--- config.mk ---
export PLATFORM = sky130hd
export DESIGN_NAME = uart_rx_flat
export DESIGN_NICKNAME = d
export VERILOG_FILES = /design/src/rtl/uart_pkg.sv /design/src/rtl/uart_rx_if.sv /design/src/rtl/uart_fifo.sv /design/src/rtl/uart_rx.sv /design/src/flat_wrapper.sv
export SDC_FILE = /design/constraint.sdc
export NUM_CORES = 1
export LEC_CHECK = 0
export ABC_AREA = 1
export CORE_ASPECT_RATIO = 0.7
export CORE_MARGIN = 3
export CORE_UTILIZATION = 55
export DETAILED_ROUTE_END_ITERATION = 16
export MAX_ROUTING_LAYER = met4
export PLACE_DENSITY = 0.74
export SETUP_SLACK_MARGIN = 0.2
export SLEW_MARGIN = 20
export SYNTH_ARGS = -nofsm -noshare
export SYNTH_HDL_FRONTEND = slang
export SYNTH_SLANG_ARGS = --single-unit
--- constraint.sdc ---
create_clock -name aclk -period 2.73 [get_ports aclk]
set_input_delay 0.819 -clock aclk [delete_from_list [all_inputs] [get_ports aclk]]
set_output_delay 0.819 -clock aclk [all_outputs]
set_load 0.03 [all_outputs]
--- src/rtl/uart_pkg.sv ---
// Shared UART definitions: line-format codes (common with uart_tx) and receiver states.
package uart_pkg;

    // Parity modes as carried on parity_config
    localparam logic [2:0] PARITY_NONE  = 3'd0;
    localparam logic [2:0] PARITY_EVEN  = 3'd1;
    localparam logic [2:0] PARITY_ODD   = 3'd2;
    localparam logic [2:0] PARITY_MARK  = 3'd3;
    localparam logic [2:0] PARITY_SPACE = 3'd4;

    // Stop-bit modes as carried on stop_bits_config
    localparam logic STOP_BITS_ONE = 1'b0;
    localparam logic STOP_BITS_TWO = 1'b1;

    // Receiver frame states
    typedef enum logic [2:0] {
        IDLE  = 3'd0,
        START = 3'd1,
        DATA  = 3'd2,
        PAR   = 3'd3,
        STOP  = 3'd4
    } rx_state_t;

    // A parity bit is present on the line only for the four defined parity modes
    function automatic logic parity_enabled(input logic [2:0] mode);
        return (mode == PARITY_EVEN) || (mode == PARITY_ODD) ||
               (mode == PARITY_MARK) || (mode == PARITY_SPACE);
    endfunction

    // Parity bit the transmitter should have sent, given the XOR of the data bits
    function automatic logic expected_parity(input logic [2:0] mode, input logic data_xor);
        logic exp_bit;
        case (mode)
            PARITY_EVEN: exp_bit = data_xor;
            PARITY_ODD:  exp_bit = ~data_xor;
            PARITY_MARK: exp_bit = 1'b1;
            default:     exp_bit = 1'b0;
        endcase
        return exp_bit;
    endfunction

endpackage

--- src/rtl/uart_rx_if.sv ---
// AXI-Stream channel carrying received words and their error flags.
interface uart_rx_if #(
    parameter int WORD_SIZE = 8
);
    logic [WORD_SIZE-1:0] tdata;
    logic [1:0]           tuser;   // [0] parity_err, [1] frame_err
    logic                 tvalid;
    logic                 tready;

    modport master (output tdata, output tuser, output tvalid, input tready);
    modport slave  (input tdata, input tuser, input tvalid, output tready);
endinterface

--- src/rtl/uart_fifo.sv ---
// Synchronous FIFO with AXI-Stream style ports; full FIFO refuses a push even when popped that cycle.
module uart_fifo #(
    parameter int DATA_WIDTH = 10,
    parameter int DATA_DEPTH = 16
) (
    input  logic                  aclk,
    input  logic                  aresetn,
    input  logic [DATA_WIDTH-1:0] s_tdata,
    input  logic                  s_tvalid,
    output logic                  s_tready,
    output logic [DATA_WIDTH-1:0] m_tdata,
    output logic                  m_tvalid,
    input  logic                  m_tready
);
    localparam int AW = (DATA_DEPTH > 1) ? $clog2(DATA_DEPTH) : 1;
    localparam int CW = $clog2(DATA_DEPTH + 1);

    logic [DATA_WIDTH-1:0] mem [DATA_DEPTH];
    logic [AW-1:0]         wr_ptr;
    logic [AW-1:0]         rd_ptr;
    logic [CW-1:0]         count;
    logic                  do_push;
    logic                  do_pop;

    function automatic logic [AW-1:0] ptr_inc(input logic [AW-1:0] p);
        return (p == AW'(DATA_DEPTH - 1)) ? '0 : p + AW'(1);
    endfunction

    assign s_tready = (count != CW'(DATA_DEPTH));
    assign m_tvalid = (count != '0);
    assign m_tdata  = mem[rd_ptr];
    assign do_push  = s_tvalid & s_tready;
    assign do_pop   = m_tvalid & m_tready;

    // Storage write
    // NOTE: the data array is deliberately not reset; occupancy is tracked by count, so stale contents are never presented.
    always_ff @(posedge aclk) begin
        if (do_push) begin
            mem[wr_ptr] <= s_tdata;
        end
    end

    // Pointer and occupancy bookkeeping
    // NOTE: sequential state uses non-blocking assignments so every register samples pre-edge values.
    always_ff @(posedge aclk) begin
        if (!aresetn) begin
            wr_ptr <= '0;
            rd_ptr <= '0;
            count  <= '0;
        end else begin
            if (do_push) wr_ptr <= ptr_inc(wr_ptr);
            if (do_pop)  rd_ptr <= ptr_inc(rd_ptr);
            case ({do_push, do_pop})
                2'b10:   count <= count + CW'(1);
                2'b01:   count <= count - CW'(1);
                default: count <= count;
            endcase
        end
    end

endmodule

--- src/rtl/uart_rx.sv ---
// UART receiver: synchronises rxd, samples each bit at mid-period, deframes, buffers in uart_fifo.
module uart_rx
    import uart_pkg::*;
#(
    parameter int BAUD_PRESCALER = 12,
    parameter int PARITY         = 0,
    parameter int WORD_SIZE      = 8,
    parameter int STOP_BITS      = 0,
    parameter int FIFO_DEPTH     = 16
) (
    input  logic        aclk,
    input  logic        aresetn,
    input  logic        rxd,
    output logic        rtsn,
    uart_rx_if.master   m_axis,
    output logic        busy,
    output logic        overrun,
    input  logic [15:0] prescaler_config,
    input  logic [2:0]  parity_config,
    input  logic        stop_bits_config
);
    localparam int FW = WORD_SIZE + 2;
    localparam int BW = (WORD_SIZE > 1) ? $clog2(WORD_SIZE) : 1;

    rx_state_t            state;
    rx_state_t            state_next;
    logic                 rxd_meta;
    logic                 rxs;
    logic                 rxs_d;
    logic [15:0]          cfg_prescaler;
    logic [2:0]           cfg_parity;
    logic                 cfg_stop_bits;
    logic [15:0]          timer;
    logic                 tick;
    logic [WORD_SIZE-1:0] shreg;
    logic [BW-1:0]        bitcnt;
    logic                 data_xor;
    logic                 parity_err;
    logic                 frame_err;
    logic                 second_stop;
    logic                 load_half;
    logic                 load_full;
    logic                 take_data;
    logic                 take_par;
    logic                 take_stop;
    logic                 push;
    logic                 fifo_s_tready;
    logic [FW-1:0]        fifo_s_tdata;
    logic [FW-1:0]        fifo_m_tdata;

    assign tick = (timer == 16'd0);
    assign busy = (state != IDLE);

    // Input synchroniser plus one history stage for falling-edge detection
    always_ff @(posedge aclk) begin
        if (!aresetn) begin
            rxd_meta <= 1'b1;
            rxs      <= 1'b1;
            rxs_d    <= 1'b1;
        end else begin
            rxd_meta <= rxd;
            rxs      <= rxd_meta;
            rxs_d    <= rxs;
        end
    end

    // FSM state register
    always_ff @(posedge aclk) begin
        if (!aresetn) state <= IDLE;
        else          state <= state_next;
    end

    // FSM next state and per-cycle datapath strobes
    // NOTE: every output gets a default before the case so no path leaves a value held, which would infer a latch.
    always_comb begin
        state_next = state;
        load_half  = 1'b0;
        load_full  = 1'b0;
        take_data  = 1'b0;
        take_par   = 1'b0;
        take_stop  = 1'b0;
        push       = 1'b0;
        case (state)
            IDLE: begin
                if (rxs_d && !rxs) begin
                    load_half  = 1'b1;
                    state_next = START;
                end
            end
            START: begin
                if (tick) begin
                    if (rxs) begin
                        state_next = IDLE;
                    end else begin
                        load_full  = 1'b1;
                        state_next = DATA;
                    end
                end
            end
            DATA: begin
                if (tick) begin
                    take_data = 1'b1;
                    load_full = 1'b1;
                    if (bitcnt == BW'(WORD_SIZE - 1)) begin
                        state_next = parity_enabled(cfg_parity) ? PAR : STOP;
                    end
                end
            end
            PAR: begin
                if (tick) begin
                    take_par   = 1'b1;
                    load_full  = 1'b1;
                    state_next = STOP;
                end
            end
            STOP: begin
                if (tick) begin
                    take_stop = 1'b1;
                    if (cfg_stop_bits == STOP_BITS_TWO && !second_stop) begin
                        load_full = 1'b1;
                    end else begin
                        push       = 1'b1;
                        state_next = IDLE;
                    end
                end
            end
            default: state_next = IDLE;
        endcase
    end

    // Line configuration tracks the inputs while idle and is frozen for the frame
    always_ff @(posedge aclk) begin
        if (!aresetn) begin
            cfg_prescaler <= 16'(BAUD_PRESCALER);
            cfg_parity    <= 3'(PARITY);
            cfg_stop_bits <= 1'(STOP_BITS);
        end else if (state == IDLE) begin
            cfg_prescaler <= prescaler_config;
            cfg_parity    <= parity_config;
            cfg_stop_bits <= stop_bits_config;
        end
    end

    // Bit timer: half period to reach mid start bit, then full periods
    always_ff @(posedge aclk) begin
        if (!aresetn) begin
            timer <= 16'd0;
        end else if (load_half) begin
            timer <= (cfg_prescaler >> 1) - 16'd1;
        end else if (load_full) begin
            timer <= cfg_prescaler - 16'd1;
        end else if (state != IDLE && !tick) begin
            timer <= timer - 16'd1;
        end
    end

    // Deframing datapath: shift register, running parity, error flags
    always_ff @(posedge aclk) begin
        if (!aresetn) begin
            shreg       <= '0;
            bitcnt      <= '0;
            data_xor    <= 1'b0;
            parity_err  <= 1'b0;
            frame_err   <= 1'b0;
            second_stop <= 1'b0;
        end else if (load_half) begin
            bitcnt      <= '0;
            data_xor    <= 1'b0;
            parity_err  <= 1'b0;
            frame_err   <= 1'b0;
            second_stop <= 1'b0;
        end else begin
            if (take_data) begin
                shreg    <= {rxs, shreg[WORD_SIZE-1:1]};
                data_xor <= data_xor ^ rxs;
                bitcnt   <= bitcnt + BW'(1);
            end
            if (take_par) begin
                parity_err <= (rxs != expected_parity(cfg_parity, data_xor));
            end
            if (take_stop) begin
                frame_err   <= frame_err | ~rxs;
                second_stop <= 1'b1;
            end
        end
    end

    // Flow-control and overrun status, registered
    always_ff @(posedge aclk) begin
        if (!aresetn) begin
            rtsn    <= 1'b0;
            overrun <= 1'b0;
        end else begin
            rtsn    <= ~fifo_s_tready;
            overrun <= push & ~fifo_s_tready;
        end
    end

    // The final stop sample joins frame_err in the same cycle the word is pushed
    assign fifo_s_tdata = {frame_err | ~rxs, parity_err, shreg};

    uart_fifo #(
        .DATA_WIDTH (FW),
        .DATA_DEPTH (FIFO_DEPTH)
    ) u_fifo (
        .aclk     (aclk),
        .aresetn  (aresetn),
        .s_tdata  (fifo_s_tdata),
        .s_tvalid (push),
        .s_tready (fifo_s_tready),
        .m_tdata  (fifo_m_tdata),
        .m_tvalid (m_axis.tvalid),
        .m_tready (m_axis.tready)
    );

    assign m_axis.tdata = fifo_m_tdata[WORD_SIZE-1:0];
    assign m_axis.tuser = fifo_m_tdata[FW-1:WORD_SIZE];

endmodule

--- src/flat_wrapper.sv ---
// flat-port wrapper written by rule: the top's interface ports become plain ports
module uart_rx_flat import uart_pkg::*;
#(
    parameter int BAUD_PRESCALER = 12,
    parameter int PARITY         = 0,
    parameter int WORD_SIZE      = 8,
    parameter int STOP_BITS      = 0,
    parameter int FIFO_DEPTH     = 16
)
  (aclk, aresetn, rxd, rtsn, busy, overrun, prescaler_config, parity_config, stop_bits_config, m_axis_tdata, m_axis_tuser, m_axis_tvalid, m_axis_tready);
  uart_rx_if #(.WORD_SIZE(WORD_SIZE)) m_axis_i ();
  input  logic aclk;
  input  logic aresetn;
  input  logic rxd;
  output logic rtsn;
  output logic busy;
  output logic overrun;
  input  logic [15:0] prescaler_config;
  input  logic [2:0] parity_config;
  input  logic stop_bits_config;
  output wire logic [$bits(m_axis_i.tdata)-1:0] m_axis_tdata;
  output wire logic [$bits(m_axis_i.tuser)-1:0] m_axis_tuser;
  output wire logic [$bits(m_axis_i.tvalid)-1:0] m_axis_tvalid;
  input wire logic [$bits(m_axis_i.tready)-1:0] m_axis_tready;
  assign m_axis_tdata = m_axis_i.tdata;
  assign m_axis_tuser = m_axis_i.tuser;
  assign m_axis_tvalid = m_axis_i.tvalid;
  assign m_axis_i.tready = m_axis_tready;
  uart_rx #(.BAUD_PRESCALER(BAUD_PRESCALER), .PARITY(PARITY), .WORD_SIZE(WORD_SIZE), .STOP_BITS(STOP_BITS), .FIFO_DEPTH(FIFO_DEPTH)) u_core (.aclk(aclk), .aresetn(aresetn), .rxd(rxd), .rtsn(rtsn), .m_axis(m_axis_i), .busy(busy), .overrun(overrun), .prescaler_config(prescaler_config), .parity_config(parity_config), .stop_bits_config(stop_bits_config));
endmodule
==> impl_results.md, run 1 <==
* Status: complete, but fails checks
* Failing checks: setup timing
* Detailed-route via count at 7731
* N_diodes at 0
* R2R Path Start: u_core.timer[4]$_SDFFE_PN0P_
* Most common library cell in the layout ignoring fill and taps: edfxtp_1
* Share of layout cells above drive strength 1 at 17.60%
* Area Growth Syn to Fin at 20.57%
* Leading register cell type out of synthesis: edfxtp_1
* Crit. End Element: output port
* Cells after Synth at 1028
* Hold path start: u_core.rxd_meta$_SDFF_PN1_
* Reg2Reg Setup Slack at -0.05 ns
* Final Cycle Share at 101.9%
* Max-slew violations at 0
* Reg power frac at 34.8%
* NetSw at 4761 µW
* Area of the core at 0.01826 mm²
* Drt first-iter violations at 810
* Cell total after placement at 1303
* Initial Util at 57.00%
* Synth top area share at 46.16%
* Syn_area_per_cell at 10.13 µm²
* Largest net degree at the start of global routing at 41
* Post-CTS Hold Fix Bufs at 0
* # nets final at 1151
* CP Class: reg2out
* FP Rows at 41
* Clock Power Share at 23.8%
* Synth warnings at 0
* Max-cap viol count at 0
* I/O Buffers at 37
* Antenna violation net count after detailed routing at 0
* Combinational fraction of design power at 41.4%
* Worst EP required at 1.91 ns
* Internal at 7980 µW
* Cell count of the worst reg-to-reg path at 18
* Die area at 0.02064 mm²
* Initial antenna violation count at 0
* Hpwl dp at 15730 µm
* Flops & latches, synth at 236
* Total GRT Usage at 23.96%
* CTS tree: built
* CTS sink count at 236
* Shortest period the worst path allows at 2.783 ns
* Syn Std Cell Area at 0.01041 mm²
* Detailed-router iteration count before antenna repair at 5
* Final wirelength at 24950 µm
* IO Count at 38
* Worst hold path class: reg2reg
* Layout Skew at 0.01207 ns
* Number of CTS-inserted buffers at 23
* Sw Ratio at 37.37%
* Arr. time, crit path at 1.96 ns
* Most frequent cells in the layout: 160 x edfxtp_1, 118 x nor2_1, 106 x inv_1
* Max Buffers Root-to-Sink at 3
* # DRC at 0
* Layout Utilization at 68.72%
* RSZ-0062 raised after global routing: yes
* Number of synthesized flops with an enable pin at 160
* Worst Path Max Fanout at 9
* Clock Latency Late Sink at 0.51 ns
* Cells on Worst Hold Path at 1
* Die Width at 170.4 µm
* Multi-input gate area at 0.003615 mm²
* Register area share after synthesis at 60.78%
* H-tree lvl count at 1
* Root Buffer: clkbuf_16
* Vias in the first global route at 7169
* Worst-path clk slew at 0.06 ns
* Register area at 0.006336 mm²
* Worst vdd ir at 494.1 µV
* PwrDens at 1015 mW/mm²
* Fillers at 1327
* Final non-filler cell total at 1367
* Least-Margin Pin Slew at 0.8932 ns
* Gp weighted congestion at 0.9112
* Gr ovfl total at 0
* Worst Setup Slack, final at -0.05309 ns
* Fin. Hold Viols at 0
* Yosys top cell by area: edfxtp_1
* Asr flop ratio synth at 0%
* Die height at 121.1 µm
* WL per Instance at 18.25 µm
* Top cells by area, synth: edfxtp_1 46%, dfxtp_1 15%, o21ai_0 5.1%, nor2_1 4.4%, inv_1 3.9%
* Leakage at 0.004889 µW
* Synth cell types at 46
* Post-DR vias/cell at 5.655
* First-pass GRT wire length at 37870 µm
* Setup violations, final at 9
* Startpoint Class: flop
* Syn Nets at 1065
* Max Freq at 359.3 MHz
* Worst hold path endpoint: u_core.rxs$_SDFF_PN1_
* Reg2reg end: u_core.u_fifo.count[4]$_SDFFE_PN0P_
* Worst rel slew slack at 40.37%
[layer usage]
metal,global-route usage (%),part of all wire [%],up-vias
met2,33.70,43,288
met3,4.168,8.1,35
met5,-,0,-
met1,36.40,48,3684
met4,5.826,1.6,0
li1,-,-,3724
[per-stage QoR]
stage                     instance area (µm²)  total power, µW  TNS (ns)  hold slack (ns)  setup WS (ns)
after floorplan                         10450             7653         0           0.3925        0.09423
after global placement                  11290             8809  -0.09134           0.3955       -0.09134
after detailed placement                11290             8906  -0.09858           0.4022       -0.09858
after CTS                               12290            12310   -0.3396           0.4164       -0.07200
after global routing                    12550            13440    -1.156           0.4332        -0.1737
final                                   12550            12740   -0.3126           0.4134       -0.05309
[flip-flops by register name, indices dropped and copies added, names as in the netlist, named ones only]
name and flops:
u_core.cfg_parity 3, u_core.rxs_d 1, u_core.u_fifo.rd_ptr 4, u_core.data_xor 1, u_core.rtsn 1, u_core.shreg 8
u_core.overrun 1, u_core.state 3, u_core.timer 16, u_core.cfg_stop_bits 1, u_core.cfg_prescaler 16, u_core.rxd_meta 1
u_core.u_fifo.wr_ptr 4, u_core.second_stop 1, u_core.rxs 1, u_core.u_fifo.count 5, u_core.parity_err 1, u_core.frame_err 1
u_core.u_fifo.mem 160, u_core.bitcnt 3
[logic make-up (layout without fill, tap and decap cells)]
logic type / count (synthesis) / in the layout / share of synthesized area (%)
AND/OR/NAND/NOR: 326 / 326 / 13.79
AO/OA/AOI/OAI: 237 / 237 / 12.86
flip-flops: 236 / 236 / 60.78
buffers and inverters: 168 / 271 / 6.419
multiplexers: 40 / 40 / 3.847
adder cells (fa/ha/maj): 13 / 13 / 1.635
XOR/XNOR: 8 / 8 / 0.6731
[critical path, stage by stage, from the launching register on]
cell and delay, ns:
dfxtp_4 0.36, buf_12 0.18, buf_16 0.15, mux2i_1 0.19, o21ai_1 0.10, o211ai_1 0.22, nand2_2 0.10, buf_6 0.14
[cell usage after synthesis (2+ instances only)]
cell      instances
nand4_1           7
or2_2             7
o211ai_1         41
xor2_1            4
nor2_2            5
o21ai_0         107
o21bai_1          4
a21oi_1          70
a31oi_1           2
ha_1             12
a211oi_1          2
buf_2             6
inv_2             9
nand3_1          55
inv_1           109
nand2_2          10
mux2i_1          40
nand2_1         106
nor3_1            4
nor2_1          122
o21ai_1           4
buf_1             5
buf_6             2
nand3_2           3
clkbuf_1         34
dfxtp_1          76
edfxtp_1        160
xnor2_1           4
[power groups by stage]
stage          sequential (µW)  combinational (µW)  clock (µW)
3_5_place_dp              4520                4390           0
4_1_cts                   4410                4820        3080
5_1_grt                   4470                5760        3220
2_1_floorplan             4380                3270           0
3_3_place_gp              4500                4310           0
6_report                  4430                5280        3030
[area by class of cell]
cell class	count	area share [%]
multi-input cells	624	28.80
inverters	119	3.609
clock inverters	15	0.9870
repair buffers	110	9.053
clock buffers	27	4.706
flip-flops and latches	236	50.49
well taps	236	2.353
[what timing repair did]
item | CTS | global route
setup endpoints to repair | 14 | 23
buffers inserted | 10 | 6
pin swaps | 17 | 26
gates cloned | 3 | 3
gates resized for setup | 52 | 50
[worst max path at each step]
stage,from,endpoint,slack (ns),cells after the start
6_report,flop,m_axis_tdata[1],-0.05,7
5_1_grt,u_core.timer[4]$_SDFFE_PN0P_,u_core.u_fifo.count[4]$_SDFFE_PN0P_,-0.17,18
4_1_cts,flop,m_axis_tdata[0],-0.07,7
3_5_place_dp,m_axis_tready,u_core.u_fifo.count[4]$_SDFFE_PN0P_,-0.1,12
3_3_place_gp,m_axis_tready,u_core.u_fifo.count[4]$_SDFFE_PN0P_,-0.09,12
2_1_floorplan,u_core.timer[6]$_SDFFE_PN0P_,u_core.u_fifo.count[4]$_SDFFE_PN0P_,0.09,19
Power figures use the tool's default switching activity.
==> run 2: changes to the inputs <==
HOLD_SLACK_MARGIN = 0.05   (was default)
==> results of run 2 <==
The final DEF is identical to that of run 1; final timing and power are the same.
